File: config.mk
export PLATFORM = sky130hd
export DESIGN_NAME = neorv32_irq_ctrl
export DESIGN_NICKNAME = d
export VERILOG_FILES = /design/src/rtl/neorv32_irq_ctrl.sv
export SDC_FILE = /design/constraint.sdc
export NUM_CORES = 1
export LEC_CHECK = 0
export CAP_MARGIN = 20
export CORE_MARGIN = 4
export CORE_UTILIZATION = 45
export DETAILED_ROUTE_END_ITERATION = 7
export PLACE_DENSITY = 0.69
export RECOVER_POWER = 100
export SYNTH_ARGS = -nofsm -noshare
export SYNTH_HDL_FRONTEND = slang
export SYNTH_SLANG_ARGS = --single-unit
File: constraint.sdc
create_clock -name sys_clk -period 2.72 [get_ports sys_clk]
set_input_delay 0.544 -clock sys_clk [delete_from_list [all_inputs] [get_ports sys_clk]]
set_output_delay 0.544 -clock sys_clk [all_outputs]
set_load 0.05 [all_outputs]
File: src/rtl/neorv32_irq_ctrl.sv
// neorv32_irq_ctrl: external interrupt aggregator with claim handshake
// and periodic machine-timer tick generator.
module neorv32_irq_ctrl #(
  parameter int NUM_SRC = 8,
  parameter int SYNC_STAGES = 2,
  parameter logic [NUM_SRC-1:0] EDGE_MASK = '1,
  parameter int TICK_DIV = 100000,
  localparam int IDW = (NUM_SRC > 1) ? $clog2(NUM_SRC) : 1
) (
  input  logic               sys_clk,
  input  logic               rst_n,
  input  logic [NUM_SRC-1:0] src_i,
  input  logic [NUM_SRC-1:0] mask_i,
  input  logic               claim_i,
  output logic               ext_irq,
  output logic [IDW-1:0]     irq_id,
  output logic               overflow_o,
  input  logic               tick_en_i,
  input  logic               tick_ack_i,
  output logic               time_irq,
  output logic               tick_miss_o
);

  localparam int CW = $clog2(TICK_DIV);
  localparam logic [CW-1:0] CNT_TOP = CW'(TICK_DIV - 1);
  localparam int WW = $clog2(SYNC_STAGES + 2);
  localparam logic [WW-1:0] WARM_DONE = WW'(SYNC_STAGES + 1);

  typedef enum logic [1:0] {
    S_IDLE,
    S_ASSERT,
    S_GAP
  } state_e;

  logic [SYNC_STAGES-1:0][NUM_SRC-1:0] sync_q, sync_d;
  logic [NUM_SRC-1:0] prev_q, prev_d;
  logic [NUM_SRC-1:0] pend_q, pend_d;
  logic [WW-1:0]      warm_q, warm_d;
  logic               ovf_q, ovf_d;

  state_e             state_q, state_d;
  logic               ext_q, ext_d;
  logic [IDW-1:0]     id_q, id_d;

  logic [CW-1:0]      cnt_q, cnt_d;
  logic               time_q, time_d;
  logic               miss_q, miss_d;

  logic [NUM_SRC-1:0] synced;
  logic [NUM_SRC-1:0] edge_v;
  logic [NUM_SRC-1:0] claim_vec;
  logic [NUM_SRC-1:0] eligible;
  logic               any_elig;
  logic [IDW-1:0]     winner;
  logic               win_found;
  logic               id_mask;
  logic               wrap;

  // Synchronizer shift, previous-sample capture and post-reset warm-up.
  // Edges are ignored until the chain and prev_q hold real samples, so a
  // source already high at reset release is not mistaken for an edge.
  always_comb begin
    sync_d = {sync_q[SYNC_STAGES-2:0], src_i};
    synced = sync_q[SYNC_STAGES-1];
    prev_d = synced;
    warm_d = warm_q;
    if (warm_q != WARM_DONE) begin
      warm_d = warm_q + WW'(1);
    end
    edge_v = synced & ~prev_q & EDGE_MASK;
    if (warm_q != WARM_DONE) begin
      edge_v = '0;
    end
  end

  // Claim decode, pending update and overflow detection.
  always_comb begin
    claim_vec = '0;
    pend_d    = pend_q;
    ovf_d     = 1'b0;
    for (int i = 0; i < NUM_SRC; i++) begin
      if (state_q == S_ASSERT && claim_i && id_q == IDW'(i)) begin
        claim_vec[i] = 1'b1;
      end
      if (EDGE_MASK[i]) begin
        if (edge_v[i]) begin
          pend_d[i] = 1'b1;
          if (pend_q[i] && !claim_vec[i]) begin
            ovf_d = 1'b1;
          end
        end else if (claim_vec[i]) begin
          pend_d[i] = 1'b0;
        end
      end else begin
        pend_d[i] = synced[i];
      end
    end
  end

  // Fixed priority: lowest eligible index wins; also look up the mask of
  // the source currently being signalled.
  always_comb begin
    eligible  = pend_q & mask_i;
    any_elig  = |eligible;
    winner    = '0;
    win_found = 1'b0;
    id_mask   = 1'b0;
    for (int i = 0; i < NUM_SRC; i++) begin
      if (eligible[i] && !win_found) begin
        winner    = IDW'(i);
        win_found = 1'b1;
      end
      if (id_q == IDW'(i)) begin
        id_mask = mask_i[i];
      end
    end
  end

  // Request FSM: IDLE -> ASSERT on any eligible, ASSERT -> GAP on claim or
  // withdraw, GAP forces one low cycle before the next request.
  always_comb begin
    state_d = state_q;
    ext_d   = ext_q;
    id_d    = id_q;
    unique case (state_q)
      S_IDLE: begin
        if (any_elig) begin
          id_d    = winner;
          ext_d   = 1'b1;
          state_d = S_ASSERT;
        end
      end
      S_ASSERT: begin
        if (claim_i || !id_mask) begin
          ext_d   = 1'b0;
          state_d = S_GAP;
        end
      end
      S_GAP: begin
        state_d = S_IDLE;
      end
      default: begin
        ext_d   = 1'b0;
        state_d = S_IDLE;
      end
    endcase
  end

  // Tick counter with sticky time_irq; ack at the wrap loses to the wrap.
  always_comb begin
    wrap   = tick_en_i && (cnt_q == CNT_TOP);
    cnt_d  = '0;
    time_d = time_q;
    miss_d = 1'b0;
    if (tick_en_i && !wrap) begin
      cnt_d = cnt_q + CW'(1);
    end
    if (wrap) begin
      time_d = 1'b1;
      miss_d = time_q && !tick_ack_i;
    end else if (tick_ack_i) begin
      time_d = 1'b0;
    end
  end

  // State registers.
  always_ff @(posedge sys_clk or negedge rst_n) begin
    if (!rst_n) begin
      sync_q  <= '0;
      prev_q  <= '0;
      pend_q  <= '0;
      warm_q  <= '0;
      ovf_q   <= 1'b0;
      state_q <= S_IDLE;
      ext_q   <= 1'b0;
      id_q    <= '0;
      cnt_q   <= '0;
      time_q  <= 1'b0;
      miss_q  <= 1'b0;
    end else begin
      sync_q  <= sync_d;
      prev_q  <= prev_d;
      pend_q  <= pend_d;
      warm_q  <= warm_d;
      ovf_q   <= ovf_d;
      state_q <= state_d;
      ext_q   <= ext_d;
      id_q    <= id_d;
      cnt_q   <= cnt_d;
      time_q  <= time_d;
      miss_q  <= miss_d;
    end
  end

  assign ext_irq     = ext_q;
  assign irq_id      = id_q;
  assign overflow_o  = ovf_q;
  assign time_irq    = time_q;
  assign tick_miss_o = miss_q;

endmodule

; ---- Word level (Yosys, flattened, before mapping)
; Cells that the tools add are included.
[classes]
eq_ne = 13
bitwise_logic = 4
reduce_logical = 61
muxes = 73
add_sub_neg = 2
[op_table]
columns = op, count
row1 = two-way mux 1 bit, 61
row2 = logical AND 1 bit, 27
row3 = logical NOT 1 bit, 18
row4 = two-way mux 3 bit, 6
row5 = nonzero test 2 bit, 9
row6 = "adder 17 x 1 -> 17 bit, second input constant", 1
row7 = "== test 17 bit, second input constant", 1
row8 = two-way mux 17 bit, 1
row9 = bitwise AND 8 bit, 2
row10 = "== test 3 bit, second input constant", 4
row11 = two-way mux 8 bit, 1
row12 = NOT 8 bit, 1
row13 = OR reduction 8 bit, 1
row14 = "== test 3 x 2 -> 1 bit, second input constant", 2
row15 = two-way mux 2 bit, 2
row16 = "!= test 2 bit, second input constant", 2
row17 = one-hot mux 2 bit (2 select lines), 1
row18 = AND reduction 2 bit, 2
row19 = "== test 3 x 1 -> 1 bit, second input constant", 1
row20 = logical NOT 3 bit, 1
row21 = one-hot mux 1 bit (3 select lines), 1
row22 = AND reduction 3 bit, 1
row23 = "adder 2 x 1 -> 2 bit, second input constant", 1
row24 = "== test 2 x 1 -> 1 bit, second input constant", 1
row25 = 5 further kinds, 5
[totals]
in_bits = 21
ff_bits = 60
wordCells = 172

; ---- Longest topological paths before layout
; Gate-level depths: netlist of run 1.
[logic_depth]
ltp_word = 23
mapped_depth = 7
ltp_nobuf = 5

; ---- Worst setup path before layout of run 1
; OpenSTA, ideal clock, no wires.
[synth_timing]
path_kind = register to register
from = register id_q[1], in the netlist irq_id[1]
to = register ovf_q, in the netlist overflow_o
arrival_ns = 2.008
setup_slack_ns = 0.573
period_less_slack_ns = 2.147
stages_incl_launch_ff = 6
cell_sequence = dfrtp_1 > buf_6 > or4b_4 > o21ai_1 > o22ai_1 > or4_1
[synth_via]
elab_chain_cells = 21
[synth_rtl]
columns = element, line_no
row1 = "start, declared", 43  ; logic [IDW-1:0] id_q, id_d;
row2 = "start signal, assigned", 188  ; id_q <= id_d;
row3 = logical NOT 3 bit, 82  ; if (state_q == S_ASSERT && claim_i && id_q == IDW'(i)) begin
row4 = logical AND 1 bit, 82
row5 = two-way mux 1 bit, 82
row6 = logical NOT 1 bit, 88  ; if (pend_q[i] && !claim_vec[i]) begin
row7 = logical AND 1 bit, 88
row8 = two-way mux 1 bit, 88
row9 = two-way mux 1 bit, 86  ; if (edge_v[i]) begin
row10 = two-way mux 1 bit, 88
row11 = (+6 left out), n/a
row12 = two-way mux 1 bit, 86
row13 = two-way mux 1 bit, 88
row14 = two-way mux 1 bit, 86
row15 = two-way mux 1 bit, 88
row16 = two-way mux 1 bit, 86
row17 = two-way mux 1 bit, 88
row18 = two-way mux 1 bit *, 86
row19 = named net ovf_d, 39  ; logic ovf_q, ovf_d;
row20 = "end signal, assigned", 185  ; ovf_q <= ovf_d;
row21 = "end, declared", 39
; Mark *: on every way through the listed nets, which the timed path passes. The rest lies on a longest branch.
; A chain may end at the register's enable or synchronous reset.

; ---- Final worst setup path of run 1
[layout_timing]
from = register id_q[1], in the netlist irq_id[1]
to = output irq_id[1]
[layout_rtl]
columns = element, line_no
row1 = "end, declared", 16  ; output logic [IDW-1:0] irq_id,
; No word-level cell between the ends.

==> results of run 1 <==
## routing by layer
| metal | global-route usage | vias to the layer above | share of wire |
|---|---|---|---|
| met5 | 0 | - | 0 |
| met4 | 0.0669 | 0 | 0.0047 |
| met3 | 0.0495 | 2 | 0.059 |
| met2 | 0.230 | 52 | 0.49 |
| met1 | 0.184 | 858 | 0.44 |
| li1 | - | 850 | - |
## how the worst max path moves through the flow
stage,end,startpoint,cells after the start,slack (ns)
2_1_floorplan,overflow_o$_DFF_PN0_,irq_id[1]$_DFFE_PN0P_,5,0.57
3_3_place_gp,overflow_o$_DFF_PN0_,claim_i,5,0.43
3_5_place_dp,overflow_o$_DFF_PN0_,claim_i,5,0.41
4_1_cts,irq_id[1],irq_id[1]$_DFFE_PN0P_,1,0.41
5_1_grt,state_q[0]$_DFFE_PN0P_,rst_n,2,0.18
6_report,irq_id[1],irq_id[1]$_DFFE_PN0P_,1,0.39
## cells in the mapped netlist (all sizes together) (3+ instances only)
master  number
xnor2        6
nand2       22
o21ai        9
nand3        6
xor2         8
nor2        17
and4         4
inv          6
nand2b       5
nand4        4
dfrtp       60
nand3b       5
a22oi        7
a21oi        4
or2          3
buf          4
o31ai        3
## power by group
group	leakage [uW]	switching [uW]	internal, uW
registers	0.000715	128	991
clock network	0.000110	362	520
logic	0.000433	309	214
## sequential cells by signal, summed over array words and instances (netlist names)
register     cells
time_irq         1
state_q          2
tick_miss_o      1
overflow_o       1
sync_d           8
pend_q           8
cnt_q           17
ext_irq          1
irq_id           3
warm_q           2
prev_d           8
prev_q           8
## area by class of cell
cell class                      instances  area, um^2  area share
Sequential cell                        60        1500       0.492
Multi-Input combinational cell        145         951       0.311
Clock buffer                            9         124      0.0406
Timing Repair Buffer                   28         269      0.0881
Clock inverter                          7        98.8      0.0324
Inverter                                6        22.5     0.00737
Tap cell                               70        87.6      0.0287
## cells by family (layout without fill, tap and decap cells)
logic type,Yosys count,count (layout)
AOI/OAI and AO/OA,38,38
xor gates and xnor gates,14,14
adders and majority gates,2,2
buffers and inverters,12,50
DFF,60,60
muxes,4,4
and+or+nand+nor,87,87
## through the flow
step                cells   util  hold WS [ns]  total power, uW
detailed placement    309  0.541         0.335             1690
floorplan             217      -         0.248             1520
global placement      309  0.541         0.333             1680
CTS                   325  0.583         0.274             2580
global route          325  0.580         0.357             2650
finish                325  0.580         0.347             2520
==> impl_metrics.json, run 1 <==
{
  "grt.total_usage": 0.147,
  "core_area_mm2": 0.00527,
  "clock-skew-final_ns": 0.00761,
  "numCtsBuffers": 9,
  "vias": 1762,
  "cp_max_fo": 10,
  "crit_family": "buffers and inverters",
  "place_congestion": 0.844,
  "path_clk_slew_ns": 0.07,
  "power_leakage_uw": 0.00126,
  "slew_violations": 35,
  "clockBufferDepth": 2,
  "netlist_area_mm2": 0.00252,
  "die_h_um": 82.8,
  "place_area_mm2": 0.00285,
  "cp.buffers_inverters": 1,
  "synth-seq-area-share": 0.596,
  "grt_pass1_wl_mm": 8.05,
  "r2r_setup_slack_ns": 0.61,
  "cp_slowest_cell": "dlygate4sd3_1",
  "critPathRequiredTime_ns": 2.18,
  "grt_pass1_vias": 1763,
  "rsz0062_at_grt": "false",
  "grt_overflow": 0,
  "synth_top_flop_cell": "dfrtp_1",
  "fin_tns_setup_ns": 0,
  "initial_core_util": 0.478,
  "ant_nets": 0,
  "ys_ff_latch": 60,
  "synth_compound_area_frac": 0.108,
  "synth_top_family_by_area": "simple AND/OR/NAND/NOR gates",
  "worstHoldPathCells": 0,
  "finalCriticalPeriod_ns": 2.33,
  "reg2reg_to": "overflow_o$_DFF_PN0_",
  "tritoncts": "built",
  "yosys.area_share.simple": 0.195,
  "viasPerCell": 5.42,
  "min_to": "prev_d[7]$_DFF_PN0_",
  "synth_nets": 240,
  "mostFrequentLayoutCells": "dfrtp_1, nand2_1, nor2_1, dlygate4sd3_1",
  "post_cts_buffers": 0,
  "clk_latency_ns": 0.33,
  "clock_tree.root_cell": "clkbuf_8",
  "cp-end-kind": "output port",
  "rows": 26,
  "drive_gt1_frac": 0.0941,
  "p_per_area_mw_per_mm2": 826,
  "fmax_mhz": 429,
  "synthMuxAreaShare": 0.0169,
  "final_nets": 273,
  "arrival_ns": 1.79,
  "synth_area_leader_cell": "dfrtp_1",
  "setup_violations": 0,
  "max_cap_violations": 1,
  "ctsResizeCount": 0,
  "dr.pass1.iters": 4,
  "hold_start": "sync_d[15]$_DFF_PN0_",
  "synthAdderAreaFrac": 0.00993,
  "fp.dieW_um": 82.8,
  "htree_levels": 3,
  "design.die.area_mm2": 0.00686,
  "syn_area_per_cell_um2": 11.6,
  "startpoint_type": "flop",
  "syn_inst": 217,
  "synth_warnings": 0,
  "first_iter_violations": 89,
  "port_buffers": 27,
  "timing.rr.start": "irq_id[1]$_DFFE_PN0P_",
  "tightest_slew_ns": 1.70,
  "final_common_cell": "dfrtp_1",
  "wire_per_inst_um": 14.4,
  "hp-class": "reg2reg",
  "r2r_cells": 4,
  "place_ws_ns": 0.412,
  "netlist_top_cells_area": "dfrtp_1, nand2_1, xor2_1",
  "synthArstFlopShare": 1.00,
  "synth_top_area_frac": 0.596,
  "cts_hold_buf": 0,
  "finalWirelength_mm": 4.66,
  "areaGrowthSynthToFinish_pct": 21.2,
  "io_pins": 28,
  "path_cells": "dlygate4sd3_1",
  "synth-edff-count": 0,
  "status": "complete, but fails checks",
  "grt_max_degree": 35,
  "fill_cells": 449,
  "finalCritPeriodShare": 0.857,
  "irDropWorstVdd_v": 0.000462,
  "synth_xor_area_frac": 0.0487,
  "antenna_found_initial": 0,
  "n_antenna_cell": 0,
  "post-dp-hpwl_mm": 3.28,
  "worst_path_largest_cell_delay_ns": 0.92,
  "hold_viol_final": 0,
  "drc": 0,
  "stdcell_area_mm2": 0.00305,
  "fin_ws_ns": 0.390,
  "cts_sinks": 60,
  "max_slew_margin": -0.136,
  "worst-setup-path-type": "reg2out",
  "failed_checks": "capacitance limit, slew limit",
  "synthDistinctLibCells": 53
}
Note: power is estimated with default switching activity, not from simulation.
==> run 2, diff against run 1 <==
--- a/config.mk
+++ b/config.mk
@@ -7,9 +7,10 @@
 export LEC_CHECK = 0
 export CAP_MARGIN = 20
 export CORE_MARGIN = 4
-export CORE_UTILIZATION = 45
+export CORE_UTILIZATION = 30
 export DETAILED_ROUTE_END_ITERATION = 7
-export PLACE_DENSITY = 0.69
+export GPL_TIMING_DRIVEN = 0
+export PLACE_DENSITY = 0.51
 export RECOVER_POWER = 100
 export SYNTH_ARGS = -nofsm -noshare
 export SYNTH_HDL_FRONTEND = slang
==> impl_metrics.json, run 2 (synthesized netlist as in run 1, its figures left out) <==
{
  "grt_pass1_vias": 1752,
  "irDropWorstVdd_v": 0.000226,
  "finalPower_uw": 2450,
  "hp-class": "reg2reg",
  "n_antenna_cell": 0,
  "place_congestion": 0.828,
  "vias": 1732,
  "hold_viol_final": 0,
  "clk_latency_ns": 0.33,
  "grt_overflow": 0,
  "die_h_um": 99.7,
  "r2r_setup_slack_ns": 0.50,
  "final_nets": 279,
  "rsz0062_at_grt": "false",
  "htree_levels": 3,
  "largest_register": "cnt_q",
  "first_iter_violations": 76,
  "cp_slowest_cell": "dlygate4sd3_1",
  "grt_max_degree": 35,
  "max_cap_violations": 0,
  "antenna_found_initial": 0,
  "tritoncts": "built",
  "initial_core_util": 0.308,
  "numCtsBuffers": 9,
  "port_buffers": 27,
  "timing.rr.start": "irq_id[1]$_DFFE_PN0P_",
  "clockBufferDepth": 2,
  "path_clk_slew_ns": 0.07,
  "reg2reg_to": "overflow_o$_DFF_PN0_",
  "status": "finished, final reports clean",
  "grt.total_usage": 0.111,
  "cp_max_fo": 5,
  "path_cells": "dlygate4sd3_1 -> a22oi_1 -> nand2_1 -> o21ai_0 -> mux2_1",
  "critPathRequiredTime_ns": 2.94,
  "finalCriticalPeriod_ns": 2.22,
  "hold_ws_ns": 0.350,
  "drc": 0,
  "setup_violations": 0,
  "max_slew_margin": 0.0394,
  "core_area_mm2": 0.00818,
  "dr.pass1.iters": 4,
  "arrival_ns": 2.44,
  "viasPerCell": 4.75,
  "grt_pass1_wl_mm": 8.63,
  "fmax_mhz": 450,
  "tightest_slew_ns": 1.44,
  "finalCritPeriodShare": 0.818,
  "crit_start": "mask_i[0]",
  "fill_cells": 810,
  "clock_tree.root_cell": "clkbuf_8",
  "cp-end-kind": "flop",
  "cts_sinks": 60,
  "io_pins": 28,
  "wire_per_inst_um": 13.5,
  "crit_path_end": "irq_id[0]$_DFFE_PN0P_",
  "finalWirelength_mm": 4.92,
  "post-dp-hpwl_mm": 3.54,
  "power_leakage_uw": 0.00126,
  "r2r_cells": 5,
  "clock-skew-final_ns": 0.0117,
  "worstHoldPathCells": 0,
  "final_common_cell": "dfrtp_1",
  "ctsResizeCount": 0,
  "areaGrowthSynthToFinish_pct": 23.0,
  "slew_violations": 0,
  "fin_tns_setup_ns": 0,
  "drive_gt1_frac": 0.0962,
  "fp.dieW_um": 99.7,
  "post_cts_buffers": 0,
  "design.die.area_mm2": 0.00993,
  "largest_reg_flops": 17,
  "cts_hold_buf": 0,
  "worst_path_largest_cell_delay_ns": 0.59,
  "startpoint_type": "input port",
  "ant_nets": 0,
  "mostFrequentLayoutCells": "dfrtp_1, nand2_1, dlygate4sd3_1",
  "worst-setup-path-type": "in2reg",
  "p_per_area_mw_per_mm2": 791,
  "rows": 33
}
[run 2: per-stage QoR]
stage	std cells	instance area (um^2)	worst slack, ns	utilization
floorplan	217	2520	0.573	-
global placement	349	2920	-0.894	0.357
detailed placement	350	2940	0.275	0.359
CTS	365	3130	0.481	0.383
global route	365	3100	0.226	0.379
finish	365	3100	0.496	0.379
[run 2: layout make-up]
| cell class | instances | area (um^2) | share of cell area |
|---|---|---|---|
| buffer | 6 | 30.0 | 0.00969 |
| clock inverter | 4 | 50.0 | 0.0161 |
| multi-input combinational | 145 | 955 | 0.308 |
| sequential | 60 | 1500 | 0.484 |
| clock buffer | 11 | 141 | 0.0456 |
| tap | 105 | 131 | 0.0424 |
| inverter | 6 | 22.5 | 0.00726 |
| timing repair buffer | 28 | 269 | 0.0868 |
[run 2: how the worst min path moves through the flow]
| stage | from | end | slack (ns) |
|---|---|---|---|
| global placement | sync_d[8]$_DFF_PN0_ | prev_d[0]$_DFF_PN0_ | 0.33 |
| CTS | rst_n | irq_id[1]$_DFFE_PN0P_ | 0.24 |
| finish | sync_d[10]$_DFF_PN0_ | prev_d[2]$_DFF_PN0_ | 0.35 |
| global route | sync_d[9]$_DFF_PN0_ | prev_d[1]$_DFF_PN0_ | 0.36 |
| floorplan | rst_n | cnt_q[0]$_DFF_PN0_ | 0.25 |
| detailed placement | sync_d[10]$_DFF_PN0_ | prev_d[2]$_DFF_PN0_ | 0.34 |
[run 2: power breakdown]
group / internal [uW] / total, uW / switching (uW)
sequential: 992 / 1070 / 75.6
combinational: 241 / 611 / 370
clock: 441 / 775 / 334
total: 1670 / 2450 / 780
[run 2: per-layer routing]
metal	track usage	vias to the layer above	share of wire
met5	0	-	0
met3	0.0386	6	0.040
met1	0.153	838	0.50
met4	0.0399	0	0.013
li1	-	863	-
met2	0.161	25	0.45
[run 2: worst max-delay path: cells and delay by family]
family          cells  cell delay, ns
simple gates        1            0.11
compound gates      2            0.81
buf+inv             1            0.59
mux                 1            0.39
